<file path="src/rtl/param_register_bank_if.sv">
// Stream and parallel-output bundle for param_register_bank.
// The master side is the loader/consumer pair; the slave side is the bank.
interface param_register_bank_if #(
  parameter int DATA_W = 8,
  parameter int DEPTH  = 8,
  parameter int ADDR_W = 3
) ();
  logic                    in_valid;
  logic                    in_ready;
  logic [DATA_W-1:0]       in_data;
  logic                    wr_addr_en;
  logic [ADDR_W-1:0]       wr_addr;
  logic                    shift_en;
  logic [DEPTH*DATA_W-1:0] out_data;
  logic [DATA_W-1:0]       head_data;
  logic                    out_valid;
  logic                    drain_last;
  logic [ADDR_W:0]         fill_count;

  modport master (
    output in_valid, in_data, wr_addr_en, wr_addr, shift_en,
    input  in_ready, out_data, head_data, out_valid, drain_last, fill_count
  );

  modport slave (
    input  in_valid, in_data, wr_addr_en, wr_addr, shift_en,
    output in_ready, out_data, head_data, out_valid, drain_last, fill_count
  );
endinterface

</file>
<file path="src/rtl/param_register_bank.sv">
// DEPTH x DATA_W register bank: fills from a valid/ready stream (sequential
// or addressed), exposes all entries in parallel when full, then drains by
// shifting toward entry 0 so head_data feeds a systolic array edge.
module param_register_bank #(
  parameter int DATA_W = 8,
  parameter int DEPTH  = 8,
  parameter int ADDR_W = 3
) (
  input  logic                 clk,
  input  logic                 reset,
  input  logic                 clear,
  param_register_bank_if.slave bus
);

  typedef enum logic [1:0] {ST_FILL, ST_FULL, ST_DRAIN} state_t;

  localparam logic [ADDR_W:0] LAST_IDX = (ADDR_W+1)'(DEPTH - 1);
  localparam logic [ADDR_W:0] ONE      = (ADDR_W+1)'(1);

  state_t            state;
  logic [DATA_W-1:0] entry [DEPTH];
  logic [ADDR_W:0]   cnt;
  logic              rdy_q;
  logic              vld_q;

  // A clearing cycle always reports ready, even while full or draining;
  // the beat offered in that cycle is still dropped by the clear.
  assign bus.in_ready   = rdy_q | clear;
  assign bus.out_valid  = vld_q;
  assign bus.fill_count = cnt;
  assign bus.head_data  = entry[0];
  assign bus.drain_last = bus.shift_en & (state == ST_DRAIN) & (cnt == ONE);

  genvar g;
  generate
    for (g = 0; g < DEPTH; g++) begin : g_out
      assign bus.out_data[g*DATA_W +: DATA_W] = entry[g];
    end
  endgenerate

  // Fill/full/drain control plus entry storage; clear has the same effect as reset.
  always_ff @(posedge clk or negedge reset) begin
    if (!reset) begin
      state <= ST_FILL;
      cnt   <= '0;
      rdy_q <= 1'b1;
      vld_q <= 1'b0;
      for (int i = 0; i < DEPTH; i++) entry[i] <= '0;
    end else if (clear) begin
      state <= ST_FILL;
      cnt   <= '0;
      rdy_q <= 1'b1;
      vld_q <= 1'b0;
      for (int i = 0; i < DEPTH; i++) entry[i] <= '0;
    end else begin
      case (state)
        ST_FILL: begin
          if (bus.in_valid) begin
            if (bus.wr_addr_en) begin
              // Out-of-range addresses match no entry and are silently dropped.
              for (int i = 0; i < DEPTH; i++)
                if (int'(bus.wr_addr) == i) entry[i] <= bus.in_data;
            end else begin
              for (int i = 0; i < DEPTH; i++)
                if (int'(cnt) == i) entry[i] <= bus.in_data;
              cnt <= cnt + ONE;
              if (cnt == LAST_IDX) begin
                state <= ST_FULL;
                rdy_q <= 1'b0;
                vld_q <= 1'b1;
              end
            end
          end
        end
        ST_FULL: begin
          if (bus.shift_en) begin
            for (int i = 0; i < DEPTH - 1; i++) entry[i] <= entry[i+1];
            entry[DEPTH-1] <= '0;
            if (DEPTH == 1) begin
              state <= ST_FILL;
              cnt   <= '0;
              rdy_q <= 1'b1;
              vld_q <= 1'b0;
            end else begin
              state <= ST_DRAIN;
              cnt   <= LAST_IDX;
            end
          end
        end
        ST_DRAIN: begin
          if (bus.shift_en) begin
            for (int i = 0; i < DEPTH - 1; i++) entry[i] <= entry[i+1];
            entry[DEPTH-1] <= '0;
            cnt <= cnt - ONE;
            // Last shift: every entry has been shifted out and is now zero.
            if (cnt == ONE) begin
              state <= ST_FILL;
              rdy_q <= 1'b1;
              vld_q <= 1'b0;
            end
          end
        end
        default: begin
          state <= ST_FILL;
          cnt   <= '0;
          rdy_q <= 1'b1;
          vld_q <= 1'b0;
        end
      endcase
    end
  end

endmodule

</file>
<file path="src/flat_wrapper.sv">
// flat-port wrapper written by rule: the top's interface ports become plain ports
module param_register_bank_flat 
#(
  parameter int DATA_W = 8,
  parameter int DEPTH  = 8,
  parameter int ADDR_W = 3
)
  (clk, reset, clear, bus_in_valid, bus_in_data, bus_wr_addr_en, bus_wr_addr, bus_shift_en, bus_in_ready, bus_out_data, bus_head_data, bus_out_valid, bus_drain_last, bus_fill_count);
  param_register_bank_if #(.DATA_W(DATA_W), .DEPTH(DEPTH), .ADDR_W(ADDR_W)) bus_i ();
  input  logic clk;
  input  logic reset;
  input  logic clear;
  input wire logic [$bits(bus_i.in_valid)-1:0] bus_in_valid;
  input wire logic [$bits(bus_i.in_data)-1:0] bus_in_data;
  input wire logic [$bits(bus_i.wr_addr_en)-1:0] bus_wr_addr_en;
  input wire logic [$bits(bus_i.wr_addr)-1:0] bus_wr_addr;
  input wire logic [$bits(bus_i.shift_en)-1:0] bus_shift_en;
  output wire logic [$bits(bus_i.in_ready)-1:0] bus_in_ready;
  output wire logic [$bits(bus_i.out_data)-1:0] bus_out_data;
  output wire logic [$bits(bus_i.head_data)-1:0] bus_head_data;
  output wire logic [$bits(bus_i.out_valid)-1:0] bus_out_valid;
  output wire logic [$bits(bus_i.drain_last)-1:0] bus_drain_last;
  output wire logic [$bits(bus_i.fill_count)-1:0] bus_fill_count;
  assign bus_i.in_valid = bus_in_valid;
  assign bus_i.in_data = bus_in_data;
  assign bus_i.wr_addr_en = bus_wr_addr_en;
  assign bus_i.wr_addr = bus_wr_addr;
  assign bus_i.shift_en = bus_shift_en;
  assign bus_in_ready = bus_i.in_ready;
  assign bus_out_data = bus_i.out_data;
  assign bus_head_data = bus_i.head_data;
  assign bus_out_valid = bus_i.out_valid;
  assign bus_drain_last = bus_i.drain_last;
  assign bus_fill_count = bus_i.fill_count;
  param_register_bank #(.DATA_W(DATA_W), .DEPTH(DEPTH), .ADDR_W(ADDR_W)) u_core (.clk(clk), .reset(reset), .clear(clear), .bus(bus_i));
endmodule
</file>
<file path="config.mk">
export PLATFORM = sky130hd
export DESIGN_NAME = param_register_bank_flat
export DESIGN_NICKNAME = d
export VERILOG_FILES = /design/src/rtl/param_register_bank_if.sv /design/src/rtl/param_register_bank.sv /design/src/flat_wrapper.sv
export SDC_FILE = /design/constraint.sdc
export NUM_CORES = 1
export LEC_CHECK = 0
export ABC_CLOCK_PERIOD_IN_PS = 6300
export CORE_MARGIN = 5
export CORE_UTILIZATION = 50
export CTS_CLUSTER_DIAMETER = 120
export DETAILED_ROUTE_END_ITERATION = 6
export GPL_TIMING_DRIVEN = 0
export PLACE_DENSITY = 0.8
export RECOVER_POWER = 25
export SETUP_SLACK_MARGIN = 0.1
export SYNTH_ARGS = -nofsm -noshare
export SYNTH_HDL_FRONTEND = slang
export SYNTH_SLANG_ARGS = --single-unit
export TNS_END_PERCENT = 30
</file>
<file path="constraint.sdc">
create_clock -name clk -period 6.3 [get_ports clk]
set_input_delay 1.575 -clock clk [delete_from_list [all_inputs] [get_ports clk]]
set_output_delay 1.575 -clock clk [all_outputs]
set_load 0.1 [all_outputs]
</file>
==> flow_summary.json <==
{
  "clkSlewWorstSetupHoldPaths_ps": 70,
  "grt_pass1_wl_um": 17600,
  "dieArea_um2": 9840,
  "finClkSkew_ps": 5.02,
  "ys.flop_type": "dfrtp_1",
  "netlist_area_um2": 3980,
  "antenna_found_initial": 0,
  "crit_chain": "clkdlybuf4s50_1, clkbuf_1, or2_2, clkdlybuf4s50_1",
  "drt_wl_total_um": 10900,
  "outcome": "complete, but fails checks",
  "rsz0062_at_grt": "false",
  "cts-root-buf": "clkbuf_8",
  "setup_viol": 0,
  "grt_pass1_vias": 3411,
  "violations": "max-capacitance violations, max-slew violations",
  "critPathTopFamily": "buffers and inverters",
  "route.detailed.drc": 0,
  "area_delta_synth_final_pct": 32.2,
  "arrival_ps": 3880,
  "via_per_inst": 5.68,
  "core_area_um2": 7730,
  "yosysWarnings": 0,
  "setup_tns_ps": 0,
  "syn_nets": 424,
  "crit_path_start_kind": "input port",
  "grt_overflow": 0,
  "critical-path-max-stage-delay_ps": 1130,
  "criticalPathCategory": "in -> out",
  "htreeDepth": 3,
  "ys_seq_elements": 72,
  "die_h_um": 99.2,
  "fillers": 593,
  "path_max_fanout": 10,
  "crit_buf_inv": 3,
  "grt_start_max_net_pins": 73,
  "dpl.hpwl_um": 7910,
  "first_pass_iters": 4,
  "timing.fmax_ghz": 0.183,
  "post_cts_resized": 0,
  "syn_inst": 397,
  "ys_types": 47,
  "finalHoldViolations": 0,
  "drtAntennaViolNets": 0,
  "clock_sinks": 72,
  "max-slew-margin-rel": -1.59,
  "critical_path.most_common_cell": "clkdlybuf4s50_1",
  "drive_gt1_frac": 0.201,
  "io_buffers": 94,
  "ys_async_sr_fraction": 1.00,
  "maxCapViolCount": 1,
  "postCtsSetupBuffers": 0,
  "required_ps": 4720,
  "place_congestion": 0.854,
  "io_pins": 96,
  "clk_path_buf_depth": 2,
  "endpoint_kind": "output port",
  "min_period_ps": 5450,
  "final_net_count": 529,
  "min_period_over_period": 0.865,
  "min_path_type": "reg -> reg",
  "yosysSeqAreaShare": 0.453,
  "drv_slew": 73,
  "wl_per_cell_um": 17.8,
  "postSynthAreaPerCell_um2": 10.0,
  "cts_hold_buf": 0,
  "vias": 3458,
  "crit_slowest_cell": "clkdlybuf4s50_1",
  "drt-initial-drc-count": 198,
  "die_w_um": 99.2,
  "grtUsageTotal": 0.225,
  "cts_tree": "built",
  "diodes": 0,
  "initial_core_util": 0.515,
  "clk_latency_ps": 350,
  "rows": 32,
  "synth-edff-count": 0,
  "cts_buffers": 9,
  "tightest_slew_ps": 3880
}
[flip-flops by register name, indices dropped and copies added, names as in the netlist]
signal / count
u_core.bus.out_valid: 1
u_core.rdy_q: 1
u_core.bus.out_data: 56
u_core.bus.fill_count: 4
u_core.bus.head_data: 8
u_core.state: 2
[logic make-up after synthesis]
family	synth area share
AO/OA/AOI/OAI	0.142
XOR/XNOR	0.00440
adder cells (fa/ha/maj)	0.0314
buffers and inverters	0.0528
flip-flops	0.453
multiplexers	0.182
AND/OR/NAND/NOR	0.135
[synthesized netlist by cell type, types with 2 or more instances]
cell type | instances | share of area
nand2_1 | 68 | 0.064
inv_1 | 13 | 0.012
ha_1 | 10 | 0.031
or3_1 | 4 | 0.0063
a21oi_1 | 66 | 0.083
mux2i_1 | 7 | 0.018
nand3_1 | 10 | 0.013
buf_2 | 6 | 0.0075
a21boi_0 | 2 | 0.0038
xor2_1 | 2 | 0.0044
a21oi_2 | 2 | 0.0044
a21o_1 | 2 | 0.0038
nor2b_1 | 5 | 0.0079
mux2_2 | 57 | 0.16
nor2_1 | 8 | 0.0075
dfrtp_1 | 71 | 0.45
a31oi_2 | 5 | 0.016
buf_4 | 9 | 0.017
nand2b_1 | 10 | 0.016
clkbuf_1 | 13 | 0.012
[per-layer routing]
layer  up-vias  track usage  wire length [µm]
met4         0       0.0746               131
met3        11       0.0484               753
met1      1707        0.305              4790
li1       1599            -                 -
met5         -            0                 0
met2       141        0.359              5180
[per-stage QoR]
step	cells	util	hold WS, ps	cell area [µm²]	worst slack (ps)
2_1_floorplan	397	-	582	3980	1750
3_3_place_gp	593	0.653	466	5050	829
3_5_place_dp	593	0.653	469	5050	832
4_1_cts	609	0.681	486	5260	843
5_1_grt	609	0.681	521	5260	721
6_report	609	0.681	481	5260	849
[worst reg2reg max path: stages, from the launching register on]
cell	delay, ps
dfrtp_1	400
inv_1	120
ha_1	340
buf_2	220
clkbuf_1	400
nand2b_1	410
a21oi_1	140
mux2_2	290
[final cells by class]
type / count / area [µm²] / share of cell area
Buffer: 30 / 161 / 0.0307
Sequential cell: 72 / 1800 / 0.343
Clock inverter: 6 / 90.1 / 0.0171
Tap cell: 102 / 128 / 0.0243
Timing Repair Buffer: 94 / 935 / 0.178
Clock buffer: 10 / 128 / 0.0243
Multi-Input combinational cell: 282 / 1970 / 0.374
Inverter: 13 / 48.8 / 0.00928
[cell usage in the layout, fill, tap and decap left out, drive strengths merged, types with 2 or more instances in the layout]
cell           Yosys  final
nor2b              5      5
a21o               3      3
nand2             68     68
mux2              58     58
or3                4      4
buf               17     17
clkdlybuf4s50      0     93
nand2b            10     10
inv               13     15
nand3             10     10
a31oi              6      6
ha                10     10
dfrtp             71     71
mux2i              7      7
bufinv             0      2
clkbuf            13     24
nor2               8      8
a21oi             69     69
xor2               2      2
a21boi             2      2
[final timing paths]
kind,startpoint,end,slack [ps],cells past startpoint
setup / recovery,clear,bus_in_ready,850,4
hold / removal,u_core.bus.out_valid,u_core.bus.out_valid,480,1
setup reg to reg,u_core.state[0],u_core.bus.head_data[3],3870,7
hold reg to reg,u_core.bus.out_valid,u_core.bus.out_valid,480,1
max in group asynchronous,reset,u_core.bus.fill_count[2],1550,1
min in group asynchronous,reset,u_core.bus.out_data[57],2560,1
Power is not shown: default switching activity piles up to over one toggle a cycle in this logic, so the estimate is an artifact.
